==> src/rtl/cam_capture_win.sv <==
// Camera pixel-capture stage: assembles sensor bus beats into pixels, skips start-up
// frames after configuration, crops to a window with sop/eop and checks frame geometry.
module cam_capture_win #(
    parameter int DIN_W       = 8,
    parameter int PIX_W       = 16,
    parameter int H_ACT       = 1280,
    parameter int V_ACT       = 720,
    parameter int SKIP_FRAMES = 10,
    parameter int H_START     = 0,
    parameter int H_END       = H_ACT - 1,
    parameter int V_START     = 0,
    parameter int V_END       = V_ACT - 1
) (
    input  logic             clk,
    input  logic             rst_n,
    input  logic             vsync,
    input  logic             href,
    input  logic [DIN_W-1:0] din,
    input  logic             cfg_done,
    output logic [PIX_W-1:0] pixel,
    output logic             vld,
    output logic             sop,
    output logic             eop,
    output logic             frame_err,
    output logic [15:0]      frame_cnt
);

    localparam int RATIO = PIX_W / DIN_W;
    localparam int XW    = $clog2(H_ACT + 1);
    localparam int YW    = $clog2(V_ACT + 1);
    localparam int SW    = $clog2(SKIP_FRAMES + 2);

    localparam logic [XW-1:0] X_MAX     = '1;
    localparam logic [YW-1:0] Y_MAX     = '1;
    localparam logic [XW-1:0] X_LINE    = XW'(H_ACT);
    localparam logic [YW-1:0] Y_FRAME   = YW'(V_ACT);
    localparam logic [SW-1:0] SKIP_LAST = SW'(SKIP_FRAMES);

    typedef enum logic [1:0] {IDLE, SKIP, ARM, CAP} state_t;

    state_t            state, state_nxt;
    logic [SW-1:0]     skip_cnt, skip_nxt;

    logic              vsync_r0, vsync_r1, href_r0, href_r1;
    logic [DIN_W-1:0]  din_r0;
    logic              fs, href_fall;

    logic              phase;
    logic [DIN_W-1:0]  hi_beat;
    logic              pix_done, odd_end;
    logic [PIX_W-1:0]  pix_word;

    logic [XW-1:0]     x;
    logic [YW-1:0]     y, y_line;
    logic              x_in, y_in, at_sop, at_eop;
    logic              err, eop_seen, err_pend;
    logic              line_bad, y_over, frame_bad;

    logic              asm_vld, asm_win, asm_sop, asm_eop;
    logic [PIX_W-1:0]  asm_pix;
    logic              emit;

    // NOTE: sequential state uses non-blocking assignments so every register
    // samples its inputs from the same edge, independent of statement order.
    always_ff @(posedge clk or negedge rst_n) begin
        if (!rst_n) begin
            vsync_r0 <= 1'b0;
            vsync_r1 <= 1'b0;
            href_r0  <= 1'b0;
            href_r1  <= 1'b0;
            din_r0   <= '0;
        end else begin
            vsync_r0 <= vsync;
            vsync_r1 <= vsync_r0;
            href_r0  <= href;
            href_r1  <= href_r0;
            din_r0   <= din;
        end
    end

    assign fs        = vsync_r0 & ~vsync_r1;
    assign href_fall = href_r1 & ~href_r0;

    generate
        if (RATIO == 2) begin : g_pair
            assign pix_done = href_r0 & phase;
            assign pix_word = {hi_beat, din_r0};
            assign odd_end  = phase;
        end else begin : g_single
            assign pix_done = href_r0;
            assign pix_word = din_r0;
            assign odd_end  = 1'b0;
        end
    endgenerate

    // x/y are the coordinates of the pixel completing this cycle.
    assign x_in   = (int'(x) >= H_START) && (int'(x) <= H_END);
    assign y_in   = (int'(y) >= V_START) && (int'(y) <= V_END);
    assign at_sop = (int'(x) == H_START) && (int'(y) == V_START);
    assign at_eop = (int'(x) == H_END) && (int'(y) == V_END);

    // Line end is folded into y before any same-cycle fs evaluates the frame.
    assign y_line    = (href_fall && y != Y_MAX) ? y + 1'b1 : y;
    assign line_bad  = href_fall & ((x != X_LINE) | odd_end);
    assign y_over    = int'(y_line) > V_ACT;
    assign frame_bad = err | line_bad | y_over | (y_line != Y_FRAME) | ~eop_seen;

    assign emit = asm_vld & asm_win & (state == CAP);

    always_ff @(posedge clk or negedge rst_n) begin
        if (!rst_n) begin
            phase   <= 1'b0;
            hi_beat <= '0;
            x       <= '0;
            y       <= '0;
        end else begin
            phase <= href_r0 ? ~phase : 1'b0;
            if (href_r0 && !phase)
                hi_beat <= din_r0;
            if (href_fall)
                x <= '0;
            else if (pix_done && x != X_MAX)
                x <= x + 1'b1;
            y <= fs ? '0 : y_line;
        end
    end

    always_ff @(posedge clk or negedge rst_n) begin
        if (!rst_n) begin
            err       <= 1'b0;
            eop_seen  <= 1'b0;
            err_pend  <= 1'b0;
            frame_err <= 1'b0;
        end else begin
            if (state != CAP || fs)
                err <= 1'b0;
            else if (line_bad || y_over)
                err <= 1'b1;
            if (fs)
                eop_seen <= 1'b0;
            else if (emit && asm_eop)
                eop_seen <= 1'b1;
            // An fs seen in ARM only opens capture; only CAP closes a frame.
            err_pend  <= (state == CAP) && cfg_done && fs && frame_bad;
            frame_err <= err_pend;
        end
    end

    always_ff @(posedge clk or negedge rst_n) begin
        if (!rst_n) begin
            asm_vld   <= 1'b0;
            asm_win   <= 1'b0;
            asm_sop   <= 1'b0;
            asm_eop   <= 1'b0;
            asm_pix   <= '0;
            vld       <= 1'b0;
            sop       <= 1'b0;
            eop       <= 1'b0;
            pixel     <= '0;
            frame_cnt <= '0;
        end else begin
            asm_vld <= pix_done;
            if (pix_done) begin
                asm_pix <= pix_word;
                asm_win <= x_in & y_in;
                asm_sop <= at_sop;
                asm_eop <= at_eop;
            end
            vld <= emit;
            sop <= emit & asm_sop;
            eop <= emit & asm_eop;
            if (emit)
                pixel <= asm_pix;
            if (emit && asm_eop)
                frame_cnt <= frame_cnt + 1'b1;
        end
    end

    always_ff @(posedge clk or negedge rst_n) begin
        if (!rst_n) begin
            state    <= IDLE;
            skip_cnt <= '0;
        end else begin
            state    <= state_nxt;
            skip_cnt <= skip_nxt;
        end
    end

    // NOTE: every output of this block gets a default first, so no path can
    // leave one unassigned and infer a latch.
    always_comb begin
        state_nxt = state;
        skip_nxt  = skip_cnt;
        if (!cfg_done) begin
            state_nxt = IDLE;
            skip_nxt  = '0;
        end else begin
            unique case (state)
                IDLE: begin
                    skip_nxt  = '0;
                    state_nxt = (SKIP_FRAMES == 0) ? ARM : SKIP;
                end
                SKIP: if (fs) begin
                    if (skip_cnt == SKIP_LAST)
                        state_nxt = ARM;
                    else
                        skip_nxt = skip_cnt + 1'b1;
                end
                ARM:  if (fs) state_nxt = CAP;
                CAP:  state_nxt = CAP;
                default: state_nxt = IDLE;
            endcase
        end
    end

endmodule

==> config.mk <==
export PLATFORM = sky130hd
export DESIGN_NAME = cam_capture_win
export DESIGN_NICKNAME = d
export VERILOG_FILES = /design/src/rtl/cam_capture_win.sv
export SDC_FILE = /design/constraint.sdc
export NUM_CORES = 1
export LEC_CHECK = 0
export BUFFER_PORTS_ARGS = -buffer_cell sky130_fd_sc_hd__buf_2
export CORE_MARGIN = 1
export CORE_UTILIZATION = 45
export DETAILED_ROUTE_END_ITERATION = 10
export GPL_TIMING_DRIVEN = 1
export HOLD_SLACK_MARGIN = 0.15
export SETUP_SLACK_MARGIN = 0.5
export SLEW_MARGIN = 40
export SYNTH_ARGS = -nofsm -noshare
export SYNTH_HDL_FRONTEND = slang
export SYNTH_SLANG_ARGS = --single-unit
==> constraint.sdc <==
create_clock -name clk -period 5.19 [get_ports clk]
set_input_delay 1.038 -clock clk [delete_from_list [all_inputs] [get_ports clk]]
set_output_delay 1.038 -clock clk [all_outputs]
set_load 0.01 [all_outputs]
**Word-level counts from Yosys, hierarchy flattened**

Index checks and enable logic that the tools add are counted.

- Bits in registers: 107
- Latch bits: 0
- Memory bits (writable): 0
- Bits in read-only memories: 0
- Input bits: 13
- Output and inout bits: 36
- Logic and storage cells: 104
- Memories: 0

- Add/subtract/negate cells: 4
- $mul: 0
- Div/mod/pow operators: 0
- Magnitude comparators: 3
- Equal/unequal tests: 16
- Shift-type cells: 0
- Muxes and demuxes: 18
- Bitwise operators: 18
- Reduce and logical (&&, ||, !) cells: 20

Operators with widths:

| kind | count |
|---|---|
| 2-to-1 mux 11 bit | 2 |
| inequality test 11 bit, second input constant | 2 |
| 2-to-1 mux 10 bit | 2 |
| inequality test 10 bit, second input constant | 2 |
| adder 16 x 1 -> 16 bit, second input constant | 1 |
| 2-to-1 mux 4 bit | 3 |
| inequality test 3 bit, second input constant | 4 |
| adder 11 x 1 -> 11 bit, second input constant | 1 |
| equality test 11 bit, second input constant | 1 |
| less-or-equal comparator 11 bit, second input constant | 1 |
| zero test 11 bit | 1 |
| adder 10 x 1 -> 10 bit, second input constant | 1 |
| equality test 10 bit, second input constant | 1 |
| greater-than comparator 10 bit, second input constant | 1 |
| less-or-equal comparator 10 bit, second input constant | 1 |
| zero test 10 bit | 1 |
| bitwise AND 1 bit | 9 |
| logical AND 1 bit | 9 |
| 2-to-1 mux 2 bit | 4 |
| case mux 2 bit (4 select lines) | 1 |
| case mux 4 bit (2 select lines) | 1 |
| AND reduction 3 bit | 2 |
| nonzero test 2 bit | 3 |
| 2-to-1 mux 1 bit | 5 |
| 11 further kinds | 20 |

**Depth between registers and ports, before layout**

Gate-level depths: netlist (run 1).

- Depth after elaboration: 9
- Mapped depth: 9
- Gate-level depth less buffers: 8

**Least setup slack after synthesis (run 1)**

Ideal clock, no wire load.

- Path kind: register -> register
- From: reg y[0]
- To: reg err
- Library setup time: 0.138 ns
- Arrival time: 2.066 ns
- Data required time: 5.052 ns
- Path slack: 2.987 ns
- Stages on the path, launching flop included: 8
- Path buffers: 0
- Clock period less this slack: 2.203 ns
- Cell sequence: dfrtp_1 > ha_1 > nand3_4 > o31a_1 > or3_1 > a211o_1 > nor4_2 > o32ai_1

- Longest elaborated chain between the ends: 6
- Elaborated cells between the ends (all ways): 7
- Classes of those cells: 1 x add/sub; 1 x order compare; 1 x eq/ne; 1 x mux; 3 x reduce/logical

RTL lines:

| item | line | RTL |
|---|---|---|
| start, declared | 54 | `logic [YW-1:0] y, y_line;` |
| start signal, assigned | 124 | `y <= fs ? '0 : y_line;` |
| branches (longest 2 deep; another with adder 10 x 1 -> 10 bit) | - |  |
| 2-to-1 mux 10 bit (*) | 103 | `assign y_line = (href_fall && y != Y_MAX) ? y + 1'b1 : y;` |
| greater-than comparator 10 bit (*) | 105 | `assign y_over = int'(y_line) > V_ACT;` |
| logical OR 1 bit (*) | 137 | `else if (line_bad \|\| y_over)` |
| nonzero test 2 bit (no line) (*) | - |  |
| end signal, assigned | 130 | `err <= 1'b0;` |
| end signal, assigned | 136 | `err <= 1'b0;` |
| end signal, assigned | 138 | `err <= 1'b1;` |
| end, declared | 56 | `logic err, eop_seen, err_pend;` |

Mark *: on every way between the ends.
A chain may end at the register's enable or synchronous reset.

**Worst setup path after layout (run 1)**

- From: reg state[1]
- To: reg frame_cnt[14]

- Longest elaborated chain between the ends: 3

RTL lines:

| item | line | RTL |
|---|---|---|
| start, declared | 41 | `state_t state, state_nxt;` |
| start signal, assigned | 184 | `state <= state_nxt;` |
| equality test 2 bit | 108 | `assign emit = asm_vld & asm_win & (state == CAP);` |
| bitwise AND 1 bit | 108 |  |
| logical AND 1 bit | 174 | `if (emit && asm_eop)` |
| end signal, assigned | 175 | `frame_cnt <= frame_cnt + 1'b1;` |
| end, declared | 25 | `output logic [15:0] frame_cnt` |

Every way passes these cells.

==> results of run 1 <==
## placed cells by master (no fill, tap or decap), drive strengths merged, types with 3 or more instances in the layout
cell    netlist  routed
dfrtp       107     107
nand2        78      78
buf           3      50
nor2         34      34
mux2         26      26
inv          10      14
nand3        13      13
xnor2        12      12
xor2         12      12
nand4        12      12
o21ai         9       9
nor3          9       9
clkbuf       10       9
ha            7       7
and3          6       6
nor2b         6       6
nand2b        5       5
a21oi         5       5
and2          4       4
o31ai         4       4
mux2i         3       3
o21bai        3       3
nor4          3       3
clkinv        1       3
## path summary, 6_finish.rpt
path                                       from                        end  slack (ns)  cells past startpoint
max                        state[1]$_DFFE_PN0P_  frame_cnt[14]$_DFFE_PN0P_        2.33                      8
min                          err_pend$_DFF_PN0_        frame_err$_DFF_PN0_        0.36                      0
max reg2reg                state[1]$_DFFE_PN0P_  frame_cnt[14]$_DFFE_PN0P_        2.33                      8
min reg2reg                  err_pend$_DFF_PN0_        frame_err$_DFF_PN0_        0.36                      0
max in group asynchronous                 rst_n     asm_pix[1]$_DFFE_PN0P_        3.65                      2
min in group asynchronous                 rst_n             y[0]$_DFF_PN0_        0.65                      1
## logic make-up after synthesis
group                    synth area share, %
adder cells (fa/ha/maj)                1.926
XOR/XNOR                               4.623
AND/OR/NAND/NOR                        19.15
AO/OA/AOI/OAI                          6.247
flip-flops                             58.89
buffers and inverters                  2.064
multiplexers                           7.100
## synthesized netlist by cell type, drive strengths merged, types with 2 or more instances
cell type and n:
nand2b 5, o21bai 3, xnor2 12, a41oi 2
o21ai 9, dfrtp 107, nand4b 2, or3 2
ha 7, nand3 13, clkbuf 10, inv 10
and3 6, buf 3, xor2 12, mux2i 3
nor3 9, a21oi 5, a22oi 2, mux2 26
or4 2, a21o 2, nand2 78, nand3b 2
o31ai 4, nor4 3, nor2b 6, nand4 12
nor2 34, and2 4
## routing by layer
layer | vias to the layer above | global-route usage (%) | routed length [um]
li1 | 1513 | - | -
met1 | 1520 | 25.58 | 4298
met4 | 0 | 7.253 | 138
met3 | 11 | 5.220 | 321
met5 | - | 0 | 0
met2 | 46 | 26.82 | 3940
## metrics by stage
stage,util (%),cells,hold WS (ns)
global placement,50.32,582,0.3344
detailed placement,50.44,582,0.3347
finish,52.52,598,0.3571
global route,52.52,598,0.3935
floorplan,-,412,0.3312
CTS,52.52,598,0.3579
## power groups by stage
stage | combinational, mW | clock [mW] | sequential (mW)
floorplan | 0.0838 | 0 | 0.929
global placement | 0.115 | 0 | 0.940
detailed placement | 0.119 | 0 | 0.943
CTS | 0.119 | 0.535 | 0.927
global route | 0.133 | 0.561 | 0.936
finish | 0.116 | 0.514 | 0.926
## state kept, by name (all words and copies together), names as in the netlist, 2 cells and up
| signal | count |
|---|---|
| y | 10 |
| pixel | 16 |
| hi_beat | 8 |
| x | 11 |
| skip_cnt | 4 |
| frame_cnt | 16 |
| state | 2 |
| din_r0 | 8 |
| asm_pix | 16 |
## critical path, stage by stage (launching register included)
cell and delay, ns:
sky130_fd_sc_hd__dfrtp_1 0.54, sky130_fd_sc_hd__nand4_2 0.49, sky130_fd_sc_hd__clkinv_1 0.52, sky130_fd_sc_hd__nand2_1 0.20
sky130_fd_sc_hd__inv_1 0.17, sky130_fd_sc_hd__nand4_1 0.23, sky130_fd_sc_hd__nor3_1 0.29, sky130_fd_sc_hd__nand4_1 0.15
sky130_fd_sc_hd__xnor2_1 0.15
## final cells by class
type / instances / area share, %
sequential: 107 / 52.16
multi-input combinational: 281 / 34.73
clock buffer: 9 / 2.413
timing repair buffer: 50 / 5.094
inverter: 11 / 0.8043
tap: 133 / 3.242
clock inverter: 7 / 1.560
==> impl_results.md, run 1 <==
- Crit path arrival time: between 3 and 4 ns
- Logic pwr share: under 10%
- TritonCTS clock tree: built
- Critical path class: flip-flop to flip-flop
- Maximum capacitance violations: 0
- Crit path max fanout: 19
- Via density: between 5 and 6
- TNS Setup: 0 ns
- Register clock-pin slew on the reported worst setup and hold paths: roughly 0.11 ns
- Area after DPL: between 4000 and 5000 um^2
- Cell area power density: 303.2 nW/um^2
- Ports: between 40 and 50
- Max frequency: 0.3500 GHz
- Worst-case vdd ir drop: around 0.3 mV
- Post-synth EDFFs: 0
- Grt ovf: 0
- Area of all placed cells without fillers: 5134 um^2
- Pins over their slew limit: 0
- Startpoint kind of the worst setup timing path: flip-flop
- Initial DRT Pass Iterations: 5
- Total via count after detailed routing: 3090
- Number of buffers created by CTS: 9
- Area share of the largest cell type after synthesis: about 59%
- Outcome: completed
- Number of nets at the end of the flow: 480
- Initial core utilization: a little under half
- DP Worst Slack: approximately 2.3 ns
- Switching power: about 420 uW
- Share of flip-flops with an asynchronous set or reset: 100.0%
- Rows: 36
- # DRC: 0
- Sequential-to-total area share from yosys stat: 58.89%
- Final weighted congestion in routability-driven placement: approximately 0.83
- HPWL Detailed: 5803 um
- Internal Power: roughly 1.1 mW
- Sequential Power Share: slightly below 60%
- Post-CTS repair timing setup buffer count: 0
- Total core area: just under 10000 um^2
- Area of the multi-input gates: between 1500 and 2000 um^2
- Diodes inserted: 0
- Antenna violations before repair: 0
- Most common flop cell mapped by yosys: sky130_fd_sc_hd__dfrtp_1
- Endpoint kind of the worst setup timing path: flip-flop
- Filler cells: 910
- Cts repair resizes: 0
- Port Buffer Count: 48
- Total of warnings raised by yosys: 0
- Cell type with the largest total area after synthesis: sky130_fd_sc_hd__dfrtp_1
- Largest cells by area after synthesis: sky130_fd_sc_hd__dfrtp_1, sky130_fd_sc_hd__mux2_2, sky130_fd_sc_hd__nand2_1
- Worst min path class: flip-flop to flip-flop
- Mean post-synth cell area: ~11 um^2
- Clock group share of total power: about 33%
- Number of synthesized register bits: around 110
- Post-synth cell types: 53
- Number of DRC markers after the initial detailed-route iteration: about 110
- Sw Ratio: a little over a quarter
- Mapped Cells: about 400
- Die boundary height: ~100 um
- Overall power: about 1.6 mW
- Clock sinks: about 110
- Global-route wire length before repair: around 14000 um
- Total of hold buffers inserted after clock tree synthesis: 0
- Netlist Area Pre-Place: approximately 4500 um^2
- Clock insertion delay at the later pin of the skew report: roughly 0.40 ns
- Setup repair after global routing missed its margin: false
- Area of the die: approximately 11000 um^2
- Clock Tree Buf Depth: 2
- Clock Skew: 0.01990 ns
- CTS Root Cell: sky130_fd_sc_hd__clkbuf_8
- Seq. cell area: 2678 um^2
- Synth Net Count: 432
- Period utilisation layout: 55.05%
- Horiz. Die Dim: 102.5 um
- Leakage power summed over all cells: roughly 2.5 nW
- Data required time of the critical path: around 5.5 ns
- Routed length per instance: approximately 15 um
- Fraction of final layout cells with drive strength greater than 1: between 20% and 30%
- Remaining max-slew budget at the tightest pin: ~51%
- Time the final worst path needs with I/O delays and setup: between 2 and 3 ns
- Largest net degree at the start of global routing: between 80 and 90
- Global Route Usage Sum: 18.27%
- Post-route ant nets: 0
- Via count of the first global-routing pass: approximately 2900
- DRT Wirelength: 8698 um
- Hold Fails Final Rpt: 0
- CTS H-tree lvls: 3
- Layout-stage area growth over the synthesis result: 12.91%
- Least-Margin Pin Slew: 0.7299 ns
- Worst-case setup margin in the final layout: 2.333 ns
- Endpoints failing setup: 0
(Power assumes the default switching activity.)
==> inputs of run 2 (changes only) <==
==> constraint.sdc (replaced) <==
create_clock -name clk -period 2.9 [get_ports clk]
set_input_delay 0.58 -clock clk [delete_from_list [all_inputs] [get_ports clk]]
set_output_delay 0.58 -clock clk [all_outputs]
set_load 0.01 [all_outputs]
==> impl_results.md, run 2 (synthesized netlist as in run 1, its figures left out) <==
- Period utilisation layout: about four fifths
- Largest net degree at the start of global routing: approximately 110
- Hold Fails Final Rpt: 0
- RR Endpoint: err$_DFFE_PN0P_
- Worst reg-to-reg path cell count: 7
- Number of cells in the design after placement: between 500 and 600
- Register clock-pin slew on the reported worst setup and hold paths: approximately 0.1 ns
- DP Worst Slack: roughly 0.51 ns
- Final weighted congestion in routability-driven placement: around 0.87
- Horiz. Die Dim: between 100 and 150 um
- Max frequency: 0.4377 GHz
- Endpoints failing setup: 0
- Pins over their slew limit: 0
- TNS Setup: 0 ns
- Area of the die: about 11000 um^2
- Most common library cell in the layout ignoring fill and taps: sky130_fd_sc_hd__dfrtp_1
- Core occupancy in the finished layout: 53.43%
- Flop-to-flop setup slack: slightly above 0.6 ns
- Crit path arrival time: between 2 and 3 ns
- # DRC: 0
- Clock Tree Buf Depth: 2
- Remaining max-slew budget at the tightest pin: between 60% and 70%
- Via count of the first global-routing pass: between 2000 and 3000
- Ports: 49
- Final cell count without fillers: between 600 and 700
- Worst min path class: input pin to asynchronous set/reset pin
- Crit path max fanout: 8
- TritonCTS clock tree: built
- Clock sinks: approximately 110
- Setup repair after global routing missed its margin: false
- Maximum cell stage delay along the critical path: about 0.42 ns
- Via density: between 5 and 6
- Worst-case vdd ir drop: ~0.44 mV
- Hold_ws: ~0.23 ns
- Critical path class: flip-flop to flip-flop
- Area of all placed cells without fillers: roughly 5200 um^2
- Endpoint kind of the worst setup timing path: flip-flop
- HPWL Detailed: 5692 um
- Startpoint of the worst register-to-register path: y[1]$_DFF_PN0_
- Rows: 36
- Initial DRT Pass Iterations: 4
- Startpoint kind of the worst setup timing path: flip-flop
- Area after DPL: 4976 um^2
- Routed length per instance: between 10 and 15 um
- Leakage power summed over all cells: 2.518 nW
- Total core area: slightly below 10000 um^2
- Outcome: completed
- Commonest cells after routing, fill and taps aside: sky130_fd_sc_hd__dfrtp_1, sky130_fd_sc_hd__nand2_1, sky130_fd_sc_hd__buf_2
- Diodes inserted: 0
- Data required time of the critical path: 3.15 ns
- Clock Skew: between 0.009 and 0.01 ns
- Layout-stage area growth over the synthesis result: 14.86%
- Initial core utilization: between 40% and 50%
- Maximum capacitance violations: 0
- Antenna violations before repair: 0
- Worst-case setup margin in the final layout: between 0.6 and 0.7 ns
- Clock insertion delay at the later pin of the skew report: ~0.38 ns
- Number of DRC markers after the initial detailed-route iteration: 89
- Number of nets at the end of the flow: 487
- Total via count after detailed routing: 3097
- Ordered cell list for the critical path: ha_2, nand3_4, o31a_1, or3_1, a211o_1, nor4_2, o32ai_1
- Time the final worst path needs with I/O delays and setup: approximately 2.3 ns
- Cell area power density: around 550 nW/um^2
- Global-route wire length before repair: 14360 um
- Slowest CP cell: sky130_fd_sc_hd__dfrtp_2
- Port Buffer Count: 48
- Largest registers: asm_pix (16), frame_cnt (16), pixel (16)
- DRT Wirelength: between 8000 and 9000 um
- Global Route Usage Sum: 17.89%
- Total of hold buffers inserted after clock tree synthesis: 0
- Number of buffers created by CTS: 9
- Grt ovf: 0
- CTS Root Cell: sky130_fd_sc_hd__clkbuf_8
- Overall power: 2.855 mW
- Least-Margin Pin Slew: about 0.58 ns
- Post-route ant nets: 0
- Fraction of final layout cells with drive strength greater than 1: 24.15%
- Die boundary height: between 100 and 150 um
- CTS H-tree lvls: 3
run 2: changes by cell type in the layout (fill, tap and decap cells not counted), sizes merged:
cell,before,now
buf,50,57
inv,14,12
bufinv,0,1
clkbuf,9,10
clkinv,3,4
clkinvlp,1,0
run 2: worst max-delay path by stage:
stage,from,endpoint,slack [ns],cells after the start
6_report,y[1]$_DFF_PN0_,err$_DFFE_PN0P_,0.62,7
5_1_grt,y[0]$_DFF_PN0_,err$_DFFE_PN0P_,0.49,7
3_5_place_dp,y[0]$_DFF_PN0_,err$_DFFE_PN0P_,0.51,7
4_1_cts,y[0]$_DFF_PN0_,err$_DFFE_PN0P_,0.50,7
3_3_place_gp,y[0]$_DFF_PN0_,err$_DFFE_PN0P_,0.57,7
2_1_floorplan,y[0]$_DFF_PN0_,err$_DFFE_PN0P_,0.70,7
run 2: repair_timing:
| item | in CTS | in global routing |
|---|---|---|
| setup endpoints to repair | 0 | 4 |
| resized for setup | 0 | 9 |
| setup buffers | 0 | 1 |
run 2: critical path: cells and delay by family (launching register included):
family / cells / cell delay [ns]
compound gates: 3 / 0.79
simple gates: 3 / 0.71
flops: 1 / 0.42
fa+ha+maj: 1 / 0.23
run 2: metal layers:
metal  part of all wire, %  global-route usage (%)
met5                     0                       0
met4                   1.6                   6.813
met3                   4.2                   5.085
met2                    46                   26.82
met1                    48                   24.70
run 2: power by group:
part           switching, mW  leakage [nW]  internal (mW)  total [mW]
Combinational          0.109          1.01          0.113       0.222
Sequential            0.0616          1.39           1.59        1.65
Clock                  0.537         0.113          0.442       0.979
Total                  0.707          2.52           2.15        2.85
run 2: cell type report:
class	instances	area, um^2
clock buffers	10	137.6
repair buffers	57	322.8
clock inverters	6	82.58
well taps	133	166.4
flip-flops and latches	107	2685
multi-input cells	281	1787
inverters	11	41.29
fillers	897	4552
==> inputs of run 3 (changes only) <==
==> constraint.sdc (replaced) <==
create_clock -name clk -period 2.3 [get_ports clk]
set_input_delay 0.46 -clock clk [delete_from_list [all_inputs] [get_ports clk]]
set_output_delay 0.46 -clock clk [all_outputs]
set_load 0.01 [all_outputs]
==> impl_results.md, run 3 (synthesized netlist as in run 1, its figures left out) <==
- Startpoint kind of the worst setup timing path: flip-flop
- Most common library cell in the layout ignoring fill and taps: sky130_fd_sc_hd__dfrtp_1
- Pins over their slew limit: 0
- Global Route Usage Sum: between 10% and 20%
- Via count of the first global-routing pass: between 3000 and 4000
- Least-Margin Pin Slew: about 0.56 ns
- CTS H-tree lvls: 3
- Initial DRT Pass Iterations: 4
- Remaining max-slew budget at the tightest pin: between 60% and 70%
- Final weighted congestion in routability-driven placement: slightly above 0.9
- Clock Skew: roughly 0.0095 ns
- Fraction of final layout cells with drive strength greater than 1: 28.63%
- Clock group share of total power: between 30% and 40%
- Crit path max fanout: 5
- Setup repair after global routing missed its margin: true
- Worst min path class: input pin to flip-flop
- Largest net degree at the start of global routing: 44
- Flop-to-flop setup slack: 0.32 ns
- Ports: 49
- Rows: 36
- Max frequency: roughly 0.50 GHz
- Largest registers: asm_pix (16), frame_cnt (16), pixel (16)
- Clock insertion delay at the later pin of the skew report: 0.38 ns
- Initial core utilization: between 40% and 50%
- Die boundary height: between 100 and 150 um
- Switching power: 883.7 uW
- Total via count after detailed routing: ~3200
- Horiz. Die Dim: 102.5 um
- Worst-case setup margin in the final layout: approximately 0.32 ns
- Core occupancy in the finished layout: 55.21%
- Via density: a little over 5
- Diodes inserted: 0
- Register clock-pin slew on the reported worst setup and hold paths: 0.11 ns
- Hold Startpoint: din[0]
- Worst-case vdd ir drop: about 0.33 mV
- Area of all placed cells without fillers: between 5000 and 6000 um^2
- Routed length per instance: between 10 and 15 um
- Cell depth of the worst hold path: 1
- Clock sinks: 107
- Outcome: completed
- TritonCTS clock tree: built
- Period utilisation layout: 86.13%
- Cell area power density: roughly 640 nW/um^2
- Hold endpoint: din_r0[0]$_DFF_PN0_
- Startpoint of the worst register-to-register path: y[0]$_DFF_PN0_
- Area after DPL: between 5000 and 6000 um^2
- Data required time of the critical path: around 2.6 ns
- Sequential Power Share: 60.2%
- Endpoints failing setup: 0
- Hold Fails Final Rpt: 0
- Post-route ant nets: 0
- Leakage power summed over all cells: approximately 2.6 nW
- Layout-stage area growth over the synthesis result: 18.68%
- Number of nets at the end of the flow: approximately 500
- Commonest cells after routing, fill and taps aside: sky130_fd_sc_hd__dfrtp_1, sky130_fd_sc_hd__nand2_1, sky130_fd_sc_hd__buf_2
- Global-route wire length before repair: between 10000 and 15000 um
- RR Endpoint: err$_DFFE_PN0P_
- Worst reg-to-reg path cell count: 8
- Time the final worst path needs with I/O delays and setup: approximately 2.0 ns
- Area of the die: between 10000 and 15000 um^2
- Critical path class: flip-flop to flip-flop
- Internal Power: roughly 2.6 mW
- HPWL Detailed: slightly above 6000 um
- Maximum capacitance violations: 0
- Total core area: a little under 10000 um^2
- Clock Tree Buf Depth: 2
- # DRC: 0
- Endpoint kind of the worst setup timing path: flip-flop
- Grt ovf: 0
- Number of DRC markers after the initial detailed-route iteration: between 100 and 150
- Logic pwr share: around 9.0%
- CTS Root Cell: sky130_fd_sc_hd__clkbuf_8
- DRT Wirelength: about 9000 um
- Crit path arrival time: about 2.2 ns
- DP Worst Slack: 0.1677 ns
- Port Buffer Count: 48
- Worst Setup SP: y[0]$_DFF_PN0_
- TNS Setup: 0 ns
- Number of buffers created by CTS: 9
- Antenna violations before repair: 0
- Sw Ratio: 25.53%
==> run 3: cell types whose count changed in the layout (fill, tap and decap cells not counted), sizes merged <==
cell and delta:
bufinv -1, clkinvlp +1, clkinv -2, buf +16, clkbuf +1, dlygate4sd3 +1
inv +1
==> run 3: final cells by class <==
class / count / area, um^2
multi-input combinational: 281 / 1882
fill: 900 / 4378
inverter: 11 / 42.54
clock inverter: 5 / 45.04
tap: 133 / 166.4
sequential: 107 / 2689
timing repair buffer: 74 / 440.4
clock buffer: 11 / 131.4
==> run 3: worst max path at each step <==
stage,endpoint,slack [ns],cells past startpoint
floorplan,err_pend$_DFF_PN0_,0.38,7
global placement,err_pend$_DFF_PN0_,0.24,7
detailed placement,err$_DFFE_PN0P_,0.17,7
CTS,err$_DFFE_PN0P_,0.31,7
global route,err$_DFFE_PN0P_,0.20,8
finish,err$_DFFE_PN0P_,0.32,8
==> run 3: critical path, cell delays in order (launching register included) <==
cell	delay (ns)
sky130_fd_sc_hd__dfrtp_2	0.40
sky130_fd_sc_hd__ha_4	0.16
sky130_fd_sc_hd__nand3_4	0.11
sky130_fd_sc_hd__buf_4	0.17
sky130_fd_sc_hd__nor3_1	0.26
sky130_fd_sc_hd__mux2i_2	0.41
sky130_fd_sc_hd__a211oi_1	0.09
sky130_fd_sc_hd__o21ai_0	0.16
sky130_fd_sc_hd__o32ai_1	0.11
==> run 3: power groups by stage <==
| stage | combinational, mW | sequential, mW | clock (mW) |
|---|---|---|---|
| 2_1_floorplan | 0.192 | 2.10 | 0 |
| 3_3_place_gp | 0.284 | 2.12 | 0 |
| 3_5_place_dp | 0.294 | 2.13 | 0 |
| 4_1_cts | 0.318 | 2.09 | 1.11 |
| 5_1_grt | 0.355 | 2.10 | 1.19 |
| 6_report | 0.313 | 2.08 | 1.07 |
==> run 3: what timing repair did <==
item | 4_1_cts | 5_1_grt
gates cloned | 0 | 0
pin swaps | 2 | 4
hold endpoints to repair | 38 | 0
hold buffers | 1 | 0
setup endpoints to repair | 10 | 9
resized for setup | 6 | 13
setup buffers | 6 | 2
==> run 3: stage by stage <==
stage          hold WS, ns  std cells  power, mW
2_1_floorplan       0.1644        412      2.294
5_1_grt             0.1538        622      3.643
3_3_place_gp        0.3324        597      2.408
4_1_cts             0.1622        620      3.514
3_5_place_dp        0.3362        597      2.424
6_report            0.1809        622      3.462
==> run 3: layer usage <==
metal  share of wire, %  routed length [um]  global-route usage [%]
met5                  0                   0                       0
met2                 48                4310                   28.87
met3                4.1                 371                   4.881
met4                1.1                  96                   6.264
met1                 47                4257                   25.60
